## src/rtl/irrigation_pkg.sv

```systemverilog
// Shared types and limits for the irrigation cycle controller.
package irrigation_pkg;

    typedef enum logic [2:0] {
        IDLE  = 3'd0,
        LOAD  = 3'd1,
        RUN   = 3'd2,
        PAUSE = 3'd3,
        DONE  = 3'd4
    } state_t;

    localparam int unsigned SEC_D_MAX = 5;
    localparam int unsigned MIN_U_MAX = 9;
    localparam int unsigned MIN_D_MAX = 3;

    localparam int unsigned MIN_D_W = 2;
    localparam int unsigned MIN_U_W = 4;
    localparam int unsigned SEC_D_W = 3;

    // Countdown value mm:s (seconds in 10 s units), BCD digits
    typedef struct packed {
        logic [MIN_D_W-1:0] min_d;
        logic [MIN_U_W-1:0] min_u;
        logic [SEC_D_W-1:0] sec_d;
    } bcd_time_t;

    function automatic bit preset_valid(int unsigned min_d, int unsigned min_u,
                                        int unsigned sec_d);
        return (min_d <= MIN_D_MAX) && (min_u <= MIN_U_MAX) && (sec_d <= SEC_D_MAX);
    endfunction

endpackage

```

## src/rtl/bcd_countdown.sv

```systemverilog
// Three-digit BCD countdown (mm:s) with clear, load and saturating decrement.
module bcd_countdown
    import irrigation_pkg::*;
(
    input  logic      clock,
    input  logic      reset_n,
    input  logic      clear,
    input  logic      load,
    input  logic      dec,
    input  bcd_time_t load_value,
    output bcd_time_t count,
    output logic      zero
);

    bcd_time_t count_nxt;

    assign zero = (count.min_d == '0) && (count.min_u == '0) && (count.sec_d == '0);

    // Priority clear > load > dec; decrement never wraps below 00:0
    always_comb begin
        count_nxt = count;
        if (clear) begin
            count_nxt = '0;
        end else if (load) begin
            count_nxt = load_value;
        end else if (dec && !zero) begin
            if (count.sec_d != '0) begin
                count_nxt.sec_d = count.sec_d - SEC_D_W'(1);
            end else begin
                count_nxt.sec_d = SEC_D_W'(SEC_D_MAX);
                if (count.min_u != '0) begin
                    count_nxt.min_u = count.min_u - MIN_U_W'(1);
                end else begin
                    count_nxt.min_u = MIN_U_W'(MIN_U_MAX);
                    count_nxt.min_d = count.min_d - MIN_D_W'(1);
                end
            end
        end
    end

    always_ff @(posedge clock or negedge reset_n) begin
        if (!reset_n) begin
            count <= '0;
        end else begin
            count <= count_nxt;
        end
    end

endmodule

```

## src/rtl/irrigation_cycle_controller.sv

```systemverilog
// Irrigation cycle sequencer: loads a mode preset, drives the valve, counts down on 10 s ticks.
// Optional pause support is enabled by defining IRRIG_PAUSE_EN.
module irrigation_cycle_controller
    import irrigation_pkg::*;
#(
    parameter int unsigned SPRK_MIN_D = 1,
    parameter int unsigned SPRK_MIN_U = 5,
    parameter int unsigned SPRK_SEC_D = 0,
    parameter int unsigned DRIP_MIN_D = 3,
    parameter int unsigned DRIP_MIN_U = 0,
    parameter int unsigned DRIP_SEC_D = 0
) (
    input  logic       clock,
    input  logic       reset_n,
    input  logic       tick_10s,
    input  logic       irrigation_request,
    input  logic       splinker_mode_on,
    input  logic       conflicting_values,
    input  logic       stop_button_n,
`ifdef IRRIG_PAUSE_EN
    input  logic       pause,
`endif
    output logic [1:0] minutes_d,
    output logic [3:0] minutes_u,
    output logic [2:0] seconds_d,
    output logic       valve_sprinkler,
    output logic       valve_drip,
    output logic       busy,
    output logic       done
);

    if (!preset_valid(SPRK_MIN_D, SPRK_MIN_U, SPRK_SEC_D) ||
        !preset_valid(DRIP_MIN_D, DRIP_MIN_U, DRIP_SEC_D)) begin : g_bad_preset
        $error("irrigation_cycle_controller: preset digit exceeds BCD limit");
    end

    localparam bcd_time_t SPRK_PRESET = '{min_d: MIN_D_W'(SPRK_MIN_D),
                                          min_u: MIN_U_W'(SPRK_MIN_U),
                                          sec_d: SEC_D_W'(SPRK_SEC_D)};
    localparam bcd_time_t DRIP_PRESET = '{min_d: MIN_D_W'(DRIP_MIN_D),
                                          min_u: MIN_U_W'(DRIP_MIN_U),
                                          sec_d: SEC_D_W'(DRIP_SEC_D)};
    localparam bit SPRK_ZERO = (SPRK_MIN_D == 0) && (SPRK_MIN_U == 0) && (SPRK_SEC_D == 0);
    localparam bit DRIP_ZERO = (DRIP_MIN_D == 0) && (DRIP_MIN_U == 0) && (DRIP_SEC_D == 0);

    state_t    state, state_nxt;
    logic      mode_q, mode_nxt;
    logic      abort_c, pause_c, last_c;
    logic      cnt_clear, cnt_load, cnt_dec, cnt_zero;
    bcd_time_t count;

    assign abort_c = conflicting_values | ~stop_button_n | ~irrigation_request;
`ifdef IRRIG_PAUSE_EN
    assign pause_c = pause;
`else
    assign pause_c = 1'b0;
`endif
    // Count is at 00:1, so the next decrement finishes the cycle
    assign last_c = (count.min_d == '0) && (count.min_u == '0) && (count.sec_d == SEC_D_W'(1));

    bcd_countdown u_countdown (
        .clock      (clock),
        .reset_n    (reset_n),
        .clear      (cnt_clear),
        .load       (cnt_load),
        .dec        (cnt_dec),
        .load_value (splinker_mode_on ? SPRK_PRESET : DRIP_PRESET),
        .count      (count),
        .zero       (cnt_zero)
    );

    always_comb begin
        state_nxt = state;
        mode_nxt  = mode_q;
        cnt_clear = 1'b0;
        cnt_load  = 1'b0;
        cnt_dec   = 1'b0;
        case (state)
            IDLE: begin
                if (!abort_c) state_nxt = LOAD;
            end
            LOAD: begin
                mode_nxt  = splinker_mode_on;
                cnt_load  = 1'b1;
                state_nxt = (splinker_mode_on ? SPRK_ZERO : DRIP_ZERO) ? DONE : RUN;
            end
            RUN: begin
                if (abort_c) begin
                    cnt_clear = 1'b1;
                    state_nxt = IDLE;
                end else if (pause_c) begin
                    state_nxt = PAUSE;
                end else if (cnt_zero) begin
                    state_nxt = DONE;
                end else if (tick_10s) begin
                    cnt_dec = 1'b1;
                    if (last_c) state_nxt = DONE;
                end
            end
            PAUSE: begin
                if (abort_c) begin
                    cnt_clear = 1'b1;
                    state_nxt = IDLE;
                end else if (!pause_c) begin
                    state_nxt = RUN;
                end
            end
            DONE: begin
                if (!irrigation_request) state_nxt = IDLE;
            end
            default: state_nxt = IDLE;
        endcase
    end

    // Outputs registered from next state so they line up with the state register
    always_ff @(posedge clock or negedge reset_n) begin
        if (!reset_n) begin
            state           <= IDLE;
            mode_q          <= 1'b0;
            valve_sprinkler <= 1'b0;
            valve_drip      <= 1'b0;
            busy            <= 1'b0;
            done            <= 1'b0;
        end else begin
            state           <= state_nxt;
            mode_q          <= mode_nxt;
            valve_sprinkler <= (state_nxt == RUN) && mode_nxt;
            valve_drip      <= (state_nxt == RUN) && !mode_nxt;
            busy            <= (state_nxt == LOAD) || (state_nxt == RUN) || (state_nxt == PAUSE);
            done            <= (state_nxt == DONE) && (state != DONE);
        end
    end

    assign minutes_d = count.min_d;
    assign minutes_u = count.min_u;
    assign seconds_d = count.sec_d;

endmodule

```

## config.mk

```make
export PLATFORM = sky130hd
export DESIGN_NAME = irrigation_cycle_controller
export DESIGN_NICKNAME = d
export VERILOG_FILES = /design/src/rtl/irrigation_pkg.sv /design/src/rtl/bcd_countdown.sv /design/src/rtl/irrigation_cycle_controller.sv
export SDC_FILE = /design/constraint.sdc
export NUM_CORES = 1
export LEC_CHECK = 0
export ABC_AREA = 1
export CAP_MARGIN = 20
export CORE_MARGIN = 2
export CORE_UTILIZATION = 53
export DETAILED_ROUTE_END_ITERATION = 12
export MAX_ROUTING_LAYER = met4
export PLACE_DENSITY = 0.89
export RECOVER_POWER = 100
export SLEW_MARGIN = 25
export SYNTH_ARGS = -nofsm -noshare
export SYNTH_HDL_FRONTEND = slang
export SYNTH_SLANG_ARGS = --single-unit
```

## constraint.sdc

```tcl
create_clock -name clock -period 3.54 [get_ports clock]
set_input_delay 1.062 -clock clock [delete_from_list [all_inputs] [get_ports clock]]
set_output_delay 1.062 -clock clock [all_outputs]
set_load 0.03 [all_outputs]
```

==> impl_metrics.toml, run 1 <==
[timing]
slew_viol_final = 0
hold_violations = 0
tns_ps = 0
post-route-period-util_pct = 78.3
max_slew_margin_pct = 48.5
grt_setup_unrepaired = "false"
setup_viol = 0
period_minus_slack_ps = 2770
tightest_slew_ps = 770
finClkSkew_ps = 2.90
max_freq_mhz = 361

[detailed_routing]
vias_per_cell = 5.21
drtPass1Iterations = 4
drt_wl_total_um = 2030
drc = 0
wl_per_cell_um = 11.9
ant_nets = 0
route.vias.total = 886
drt_iter0_drc = 28

[clock_network]
cts_root_buffer = "clkbuf_4"
clock_latency_ps = 300
cts_tree = "built"
path_clk_slew_ps = 110
cts_buffers = 3
cts_buffer_depth = 2
postCtsSetupRepairBufs = 0
cts_sinks = 17
ctsHtreeMaxLevel = 1
postCtsHoldBufs = 0
cts-resized-gates = 0

[placed_design]
place_congestion = 0.934
placed_area_um2 = 1200
hpwlAfterDp_um = 1560
portBuffers = 19

[synth]
synth_top_area_share_pct = 43.3
ys_top_cells_by_area = "dfrtp_1 (43%), nand2_1 (11%), inv_1 (6.5%), nand3_1 (5.6%), nor2_4 (3.4%)"
syn-instance-count = 122
synth_edf_count = 0
yosysTopAreaCell = "dfrtp_1"
ys_ff_latch = 17
ys.flop_type = "dfrtp_1"
avgSynthCellArea_um2 = 8.06
ys_seq_area_share_pct = 43.3
ys_warn_count = 0
async_reset_ff_share_pct = 100
synth.distinct_cells = 25
netlist_area_um2 = 983
synth.net_count = 131

[floorplanning]
num_io_pins = 20
start_util_pct = 57.0
die_y_um = 47.1
core_um2 = 1730
die_w_um = 47.1
dieArea_um2 = 2220
rows = 15

[min_path]
holdPathStages = 1
hp-class = "reg -> reg"

[setup_path]
crit_arrival_ps = 2980
cp_max_fo = 9
endpoint_kind = "flop"
reg2reg_depth = 10
cp.required_ps = 3750
crit_type = "in -> reg"
start_kind = "input pin"

[status]
status = "finished clean"

[global_routing]
grt_max_degree = 18
gr-total-overflow = 0
grt_pass1_wl_um = 3300
grt_pass1_vias = 799
grt_use_total_pct = 22.5
grt_antenna_before_repair = 0

[pwr]
p_per_area_nw_per_um2 = 629
peakVddDrop_uv = 369
leakagePower_uw = 0.000633

[flow_run]
max_cap_viol_count = 0

[cells_and_area]
layout.nets = 155
fin_area_um2 = 1220
diodes = 0
synthToLayoutAreaGrowth_pct = 23.7
drive_above_1_share_pct = 12.4
-- where the power goes --
part / internal, µW / switching (µW)
combinational: 143 / 242
clock: 43.1 / 69.5
sequential: 232 / 34.9
-- cell type report --
cell class              count  area, µm²
fillers                   149        510
inverters                  19       72.6
flip-flops and latches     17        425
repair buffers             19        190
clock buffers               3       22.5
multi-input cells          86        467
clock inverters             1       7.51
well taps                  25       31.3
-- final timing paths --
check | startpoint | to | slack, ps
worst max-delay path | conflicting_values | u_countdown.count[8] | 770
worst min-delay path | state[2] | state[0] | 500
worst max register to register | state[2] | u_countdown.count[8] | 1600
worst min register to register | state[2] | state[0] | 500
max in group asynchronous | reset_n | u_countdown.count[5] | 1800
min in group asynchronous | reset_n | u_countdown.count[6] | 1270
-- cell families (layout without fill, tap and decap cells) --
| kind of cell | after synthesis | after routing | synth area share [%] |
|---|---|---|---|
| flops | 17 | 17 | 43.3 |
| compound gates | 16 | 16 | 10.3 |
| buf+inv | 19 | 42 | 7.51 |
| simple gates | 67 | 67 | 35.5 |
| xor+xnor | 1 | 1 | 0.891 |
| fa+ha+maj | 2 | 2 | 2.54 |
-- worst max-delay path, cell delays in order --
cell and delay [ps]:
dlygate4sd3_1 550, nand3b_1 150, nand2_1 100, nand2_1 120
clkinvlp_2 360, o21ai_0 350, nand2_1 140, nand2_1 90
nand2_1 50
-- cells in the mapped netlist (all sizes together) (2+ instances only) --
cell / instances
nand2: 37
inv: 19
dfrtp: 17
nand3: 14
nor2: 12
o21ai: 9
a21oi: 3
ha: 2
o211ai: 2
-- sequential cells by signal, summed over array words and instances, names as in the netlist --
name	cells
done	1
u_countdown.count	9
busy	1
mode_q	1
state	3
valve_drip	1
valve_sprinkler	1
-- metrics by stage --
step	setup WS (ps)	total power [µW]	util [%]	hold slack [ps]	std cells
CTS	1020	788	71.5	506	170
finish	769	765	70.4	504	170
floorplan	1680	544	-	457	122
detailed placement	1050	669	69.8	490	166
global route	646	818	70.4	549	170
global placement	1110	657	69.8	474	166
-- cells in the final DEF, fill, tap and decap left out, drive strengths merged --
| cell | n |
|---|---|
| dfrtp | 17 |
| or2 | 1 |
| clkinvlp | 2 |
| ha | 2 |
| clkdlybuf4s50 | 3 |
| a21boi | 1 |
| clkbuf | 3 |
| nor2 | 12 |
| inv | 18 |
| nor3 | 1 |
| o211ai | 2 |
| a21oi | 3 |
| nor4 | 1 |
| o21bai | 1 |
| nand2 | 37 |
| xor2 | 1 |
| o21ai | 9 |
| dlygate4sd3 | 16 |
| nand3 | 14 |
| nand3b | 1 |
-- routing by layer --
| layer | wire length, µm | global-route usage, % | vias to the layer above |
|---|---|---|---|
| met5 | 0 | - | - |
| met4 | 39 | 11.7 | 0 |
| met3 | 69 | 2.31 | 4 |
| met2 | 1050 | 39.2 | 18 |
| met1 | 870 | 25.3 | 424 |
| li1 | - | - | 440 |
Power figures use the tool's default switching activity.
==> run 2, diff against run 1 <==
--- a/config.mk
+++ b/config.mk
@@ -8,10 +8,10 @@
 export ABC_AREA = 1
 export CAP_MARGIN = 20
 export CORE_MARGIN = 2
-export CORE_UTILIZATION = 53
+export CORE_UTILIZATION = 49
 export DETAILED_ROUTE_END_ITERATION = 12
 export MAX_ROUTING_LAYER = met4
-export PLACE_DENSITY = 0.89
+export PLACE_DENSITY = 0.84
 export RECOVER_POWER = 100
 export SLEW_MARGIN = 25
 export SYNTH_ARGS = -nofsm -noshare
==> constraint.sdc (replaced) <==
create_clock -name clock -period 2.88 [get_ports clock]
set_input_delay 0.864 -clock clock [delete_from_list [all_inputs] [get_ports clock]]
set_output_delay 0.864 -clock clock [all_outputs]
set_load 0.03 [all_outputs]
==> run 2 against run 1 <==
Cell count rose by 1.2%. Non-clock buffer count stayed put. Register-to-register slack got worse by 410 ps. Total power grew 20%. Clock skew is 1.9 ps lower. Hold slack worse by 6.4 ps. Critical path depth down 8. Core utilization shrank 7.9 points. Die area increased by 7.5%. Clock power up 14%. Global-route usage decreased by 2.7 points. Critical path type is now reg -> out. Critical endpoint is now minutes_u[2]. Largest power group unchanged. Highest routed layer unchanged.
==> impl_metrics.toml, run 2 (same netlist as run 1, synthesis figures left out) <==
[cells_and_area]
largest_reg_flops = 9
layout.cells.non_filler = 172
layout.nets = 155
drive_above_1_share_pct = 11.0
mostFrequentLayoutCells = "nand2_1 (32), inv_1 (17), dfrtp_1 (17)"
fin_util_pct = 62.5
top_register = "u_countdown.count"
final_common_cell = "nand2_1"
reg_top3 = "u_countdown.count: 9 flops, state: 3 flops"
synthToLayoutAreaGrowth_pct = 22.1
diodes = 0

[pwr]
total_power_uw = 921
peakVddDrop_uv = 424
p_per_area_nw_per_um2 = 766
leakagePower_uw = 0.000636

[floorplanning]
rows = 16
num_io_pins = 20
die_w_um = 48.8
start_util_pct = 51.2
dieArea_um2 = 2380
core_um2 = 1920
die_y_um = 48.8

[setup_path]
path_cells = "dlygate4sd3_1"
cp.required_ps = 2020
crit_type = "reg -> out"
slowest_stage = "dlygate4sd3_1"
cpPeakStageDelay_ps = 760
crit_arrival_ps = 1500
endpoint_kind = "output port"
start_kind = "flop"
path_delay_family = "buffers and inverters"
cp_max_fo = 5
path_buf_inv = 1

[placed_design]
portBuffers = 19
hpwlAfterDp_um = 1490
place_congestion = 0.789
place_inst = 168
dp_slack_ps = 598

[clock_network]
cts-resized-gates = 0
cts_root_buffer = "clkbuf_4"
path_clk_slew_ps = 90
clock_latency_ps = 290
postCtsSetupRepairBufs = 0
cts_sinks = 17
postCtsHoldBufs = 0
cts_buffers = 3
cts_tree = "built"
cts_buffer_depth = 2
ctsHtreeMaxLevel = 1

[timing]
slew_viol_final = 0
max_slew_margin_pct = 51.9
finClkSkew_ps = 0.978
post-route-period-util_pct = 82.1
tns_ps = 0
grt_setup_unrepaired = "false"
final.setup.worst_slack_ps = 516
tightest_slew_ps = 720
max_freq_mhz = 423
setup_viol = 0
hold_violations = 0
period_minus_slack_ps = 2360

[global_routing]
grt_pass1_vias = 864
grt_use_total_pct = 19.8
grt_max_degree = 18
gr-total-overflow = 0
grt_antenna_before_repair = 0
grt_pass1_wl_um = 3590

[detailed_routing]
drt_wl_total_um = 1950
ant_nets = 0
drt_iter0_drc = 38
drc = 0
route.vias.total = 866
drtPass1Iterations = 4
vias_per_cell = 5.03
wl_per_cell_um = 11.3

[flow_run]
max_cap_viol_count = 0

[min_path]
hp-class = "reg -> reg"

[status]
status = "finished clean"
[run 2: cell types whose count changed in the layout (fill, tap and decap cells not counted), sizes merged]
cell | before | now
clkinvlp | 2 | 0
clkbuf | 3 | 4
inv | 18 | 19
[run 2: layout make-up]
cell class              count  area [µm²]
multi-input cells          86         452
well taps                  27        33.8
flip-flops and latches     17         425
fillers                   176         721
clock buffers               4        26.3
inverters                  19        73.8
repair buffers             19         190
[run 2: power by group]
group	total [µW]	internal (µW)	switching (µW)
clock	129	54.0	74.6
sequential	328	286	42.4
combinational	464	175	289
[run 2: worst paths after layout]
kind	start	to	slack [ps]	cells after the start
max	u_countdown.count[5]	minutes_u[2]	520	1
min	mode_q	mode_q	500	2
max reg2reg	u_countdown.count[3]	u_countdown.count[6]	1190	9
min reg2reg	mode_q	mode_q	500	2
max in group asynchronous	reset_n	mode_q	1370	1
min in group asynchronous	reset_n	u_countdown.count[2]	1060	1
[run 2: through the flow]
| step | instance area, µm² | hold slack, ps |
|---|---|---|
| finish | 1200 | 497 |
| global placement | 1210 | 470 |
| floorplan | 983 | 457 |
| CTS | 1230 | 494 |
| global route | 1200 | 549 |
| detailed placement | 1210 | 470 |
[run 2: per-layer routing]
layer	up-vias	wire length [µm]	GRT usage, %
met5	-	0	-
met4	0	26	6.67
met3	4	93	3.99
met2	28	961	34.0
met1	396	863	23.2
li1	438	-	-
==> run 3, diff against run 2 <==
--- a/config.mk
+++ b/config.mk
@@ -8,10 +8,10 @@
 export ABC_AREA = 1
 export CAP_MARGIN = 20
 export CORE_MARGIN = 2
-export CORE_UTILIZATION = 49
+export CORE_UTILIZATION = 45
 export DETAILED_ROUTE_END_ITERATION = 12
 export MAX_ROUTING_LAYER = met4
-export PLACE_DENSITY = 0.84
+export PLACE_DENSITY = 0.81
 export RECOVER_POWER = 100
 export SLEW_MARGIN = 25
 export SYNTH_ARGS = -nofsm -noshare
==> constraint.sdc (replaced) <==
create_clock -name clock -period 2.02 [get_ports clock]
set_input_delay 0.606 -clock clock [delete_from_list [all_inputs] [get_ports clock]]
set_output_delay 0.606 -clock clock [all_outputs]
set_load 0.03 [all_outputs]
==> run 3 against run 2 <==
Hold slack worse by 4.0 ps. Sequential power increased by 44%. Largest cell class unchanged. Clock skew hardly changed. Design area decreased by 0.10%. Combinational power increased by 44%. Clock-buffer cell count down 1. Wire length fell by 2.9%. First-iteration DRC count decreased by 76%. Die area is 8.2% higher. Highest routed layer unchanged.
==> impl_metrics.toml, run 3 (same netlist as run 1, synthesis figures left out) <==
[pwr]
p_per_area_nw_per_um2 = 1100
leakagePower_uw = 0.000612
peakVddDrop_uv = 861
total_power_uw = 1320

[floorplanning]
start_util_pct = 49.1
num_io_pins = 20
die_w_um = 50.8
rows = 16
dieArea_um2 = 2580
die_y_um = 50.8
core_um2 = 2000

[setup_path]
path_cells = "clkdlybuf4s50_1"
start_kind = "flop"
crit_type = "reg -> out"
path_delay_family = "buffers and inverters"
slowest_stage = "clkdlybuf4s50_1"
cp_max_fo = 3
cpPeakStageDelay_ps = 680
crit_arrival_ps = 1360
reg2reg_depth = 9
endpoint_kind = "output port"
cp.required_ps = 1410
cp_num_cells = 1
path_buf_inv = 1

[flow_run]
max_cap_viol_count = 0

[cells_and_area]
mostFrequentLayoutCells = "nand2_1 (30), inv_1 (17), dfrtp_1 (17)"
diodes = 0
regArea_um2 = 425
fillers = 187
multi_input_area_um2 = 468
drive_above_1_share_pct = 14.4
fin_util_pct = 59.9
final_common_cell = "nand2_1"
largest_reg_flops = 9
top_register = "u_countdown.count"
reg_top3 = "u_countdown.count: 9 flops, state: 3 flops"
synthToLayoutAreaGrowth_pct = 22.0
layout.nets = 156

[timing]
finClkSkew_ps = 0.962
setup_viol = 0
max_freq_mhz = 509
final.setup.worst_slack_ps = 54.0
tightest_slew_ps = 904
post-route-period-util_pct = 97.3
slew_viol_final = 0
grt_setup_unrepaired = "false"
hold_violations = 0
max_slew_margin_pct = 39.7
tns_ps = 0
period_minus_slack_ps = 1970

[min_path]
holdPathStages = 2
hp-class = "reg -> reg"

[clock_network]
cts_sinks = 17
cts_tree = "built"
cts_buffers = 3
clock_latency_ps = 290
ctsHtreeMaxLevel = 1
path_clk_slew_ps = 100
postCtsHoldBufs = 0
cts_buffer_depth = 2
postCtsSetupRepairBufs = 0
cts_root_buffer = "clkbuf_4"

[placed_design]
portBuffers = 19
hpwlAfterDp_um = 1480
dp_slack_ps = -14.4
place_congestion = 0.879

[global_routing]
grt_antenna_before_repair = 0
grt_max_degree = 18
grt_use_total_pct = 17.2
gr-total-overflow = 0
grt_pass1_wl_um = 3220
grt_pass1_vias = 795

[detailed_routing]
wl_per_cell_um = 10.9
drt_wl_total_um = 1890
drt_iter0_drc = 9
drc = 0
route.vias.total = 868
ant_nets = 0
drtPass1Iterations = 4
vias_per_cell = 5.02

[status]
status = "finished clean"
-- run 3: cell count changes in the layout (fill, tap and decap cells not counted), sizes merged --
| cell | delta |
|---|---|
| dlygate4sd2 | +3 |
| clkbuf | +3 |
| clkdlybuf4s50 | +8 |
| dlygate4sd3 | -14 |
| clkinv | +1 |
-- run 3: final cells by class --
class                           count  area share (%)
Inverter                           19            6.15
Multi-Input combinational cell     86            39.0
Sequential cell                    17            35.5
Timing Repair Buffer               20            14.3
Clock buffer                        3            1.88
Clock inverter                      1           0.417
Tap cell                           27            2.82
-- run 3: path summary, 6_finish.rpt --
kind	from	endpoint	slack [ps]
setup / recovery	u_countdown.count[7]	minutes_d[0]	50
min in group asynchronous	reset_n	done	940
setup reg to reg	u_countdown.count[3]	u_countdown.count[8]	410
max in group asynchronous	reset_n	mode_q	530
hold / removal	mode_q	mode_q	490
hold reg to reg	mode_q	mode_q	490
-- run 3: worst min-delay path: stages, from the launching register on --
cell	delay, ps
dfrtp_1	330
nand2_1	60
nand2_2	70
-- run 3: power by group --
part / internal (µW) / total [µW] / switching [µW]
Clock: 73.8 / 182 / 108
Combinational: 251 / 667 / 416
Sequential: 408 / 471 / 63.0
-- run 3: timing repair --
item,4_1_cts,5_1_grt
cloned,0,0
setup endpoints to repair,3,3
pin swaps,0,0
gates resized for setup,3,3
-- run 3: layer usage --
layer,wire length (µm),track usage [%],vias to the layer above
li1,-,-,440
met1,893,20.4,397
met2,874,27.9,26
met3,72,2.98,5
met4,49,9.46,0
met5,0,-,-
-- run 3: stage by stage --
stage / cell area [µm²] / std cells / hold WS, ps
after global routing: 1200 / 173 / 552
after floorplan: 983 / 122 / 310
after detailed placement: 1210 / 169 / 474
final: 1200 / 173 / 493
after CTS: 1240 / 173 / 499
after global placement: 1210 / 169 / 473
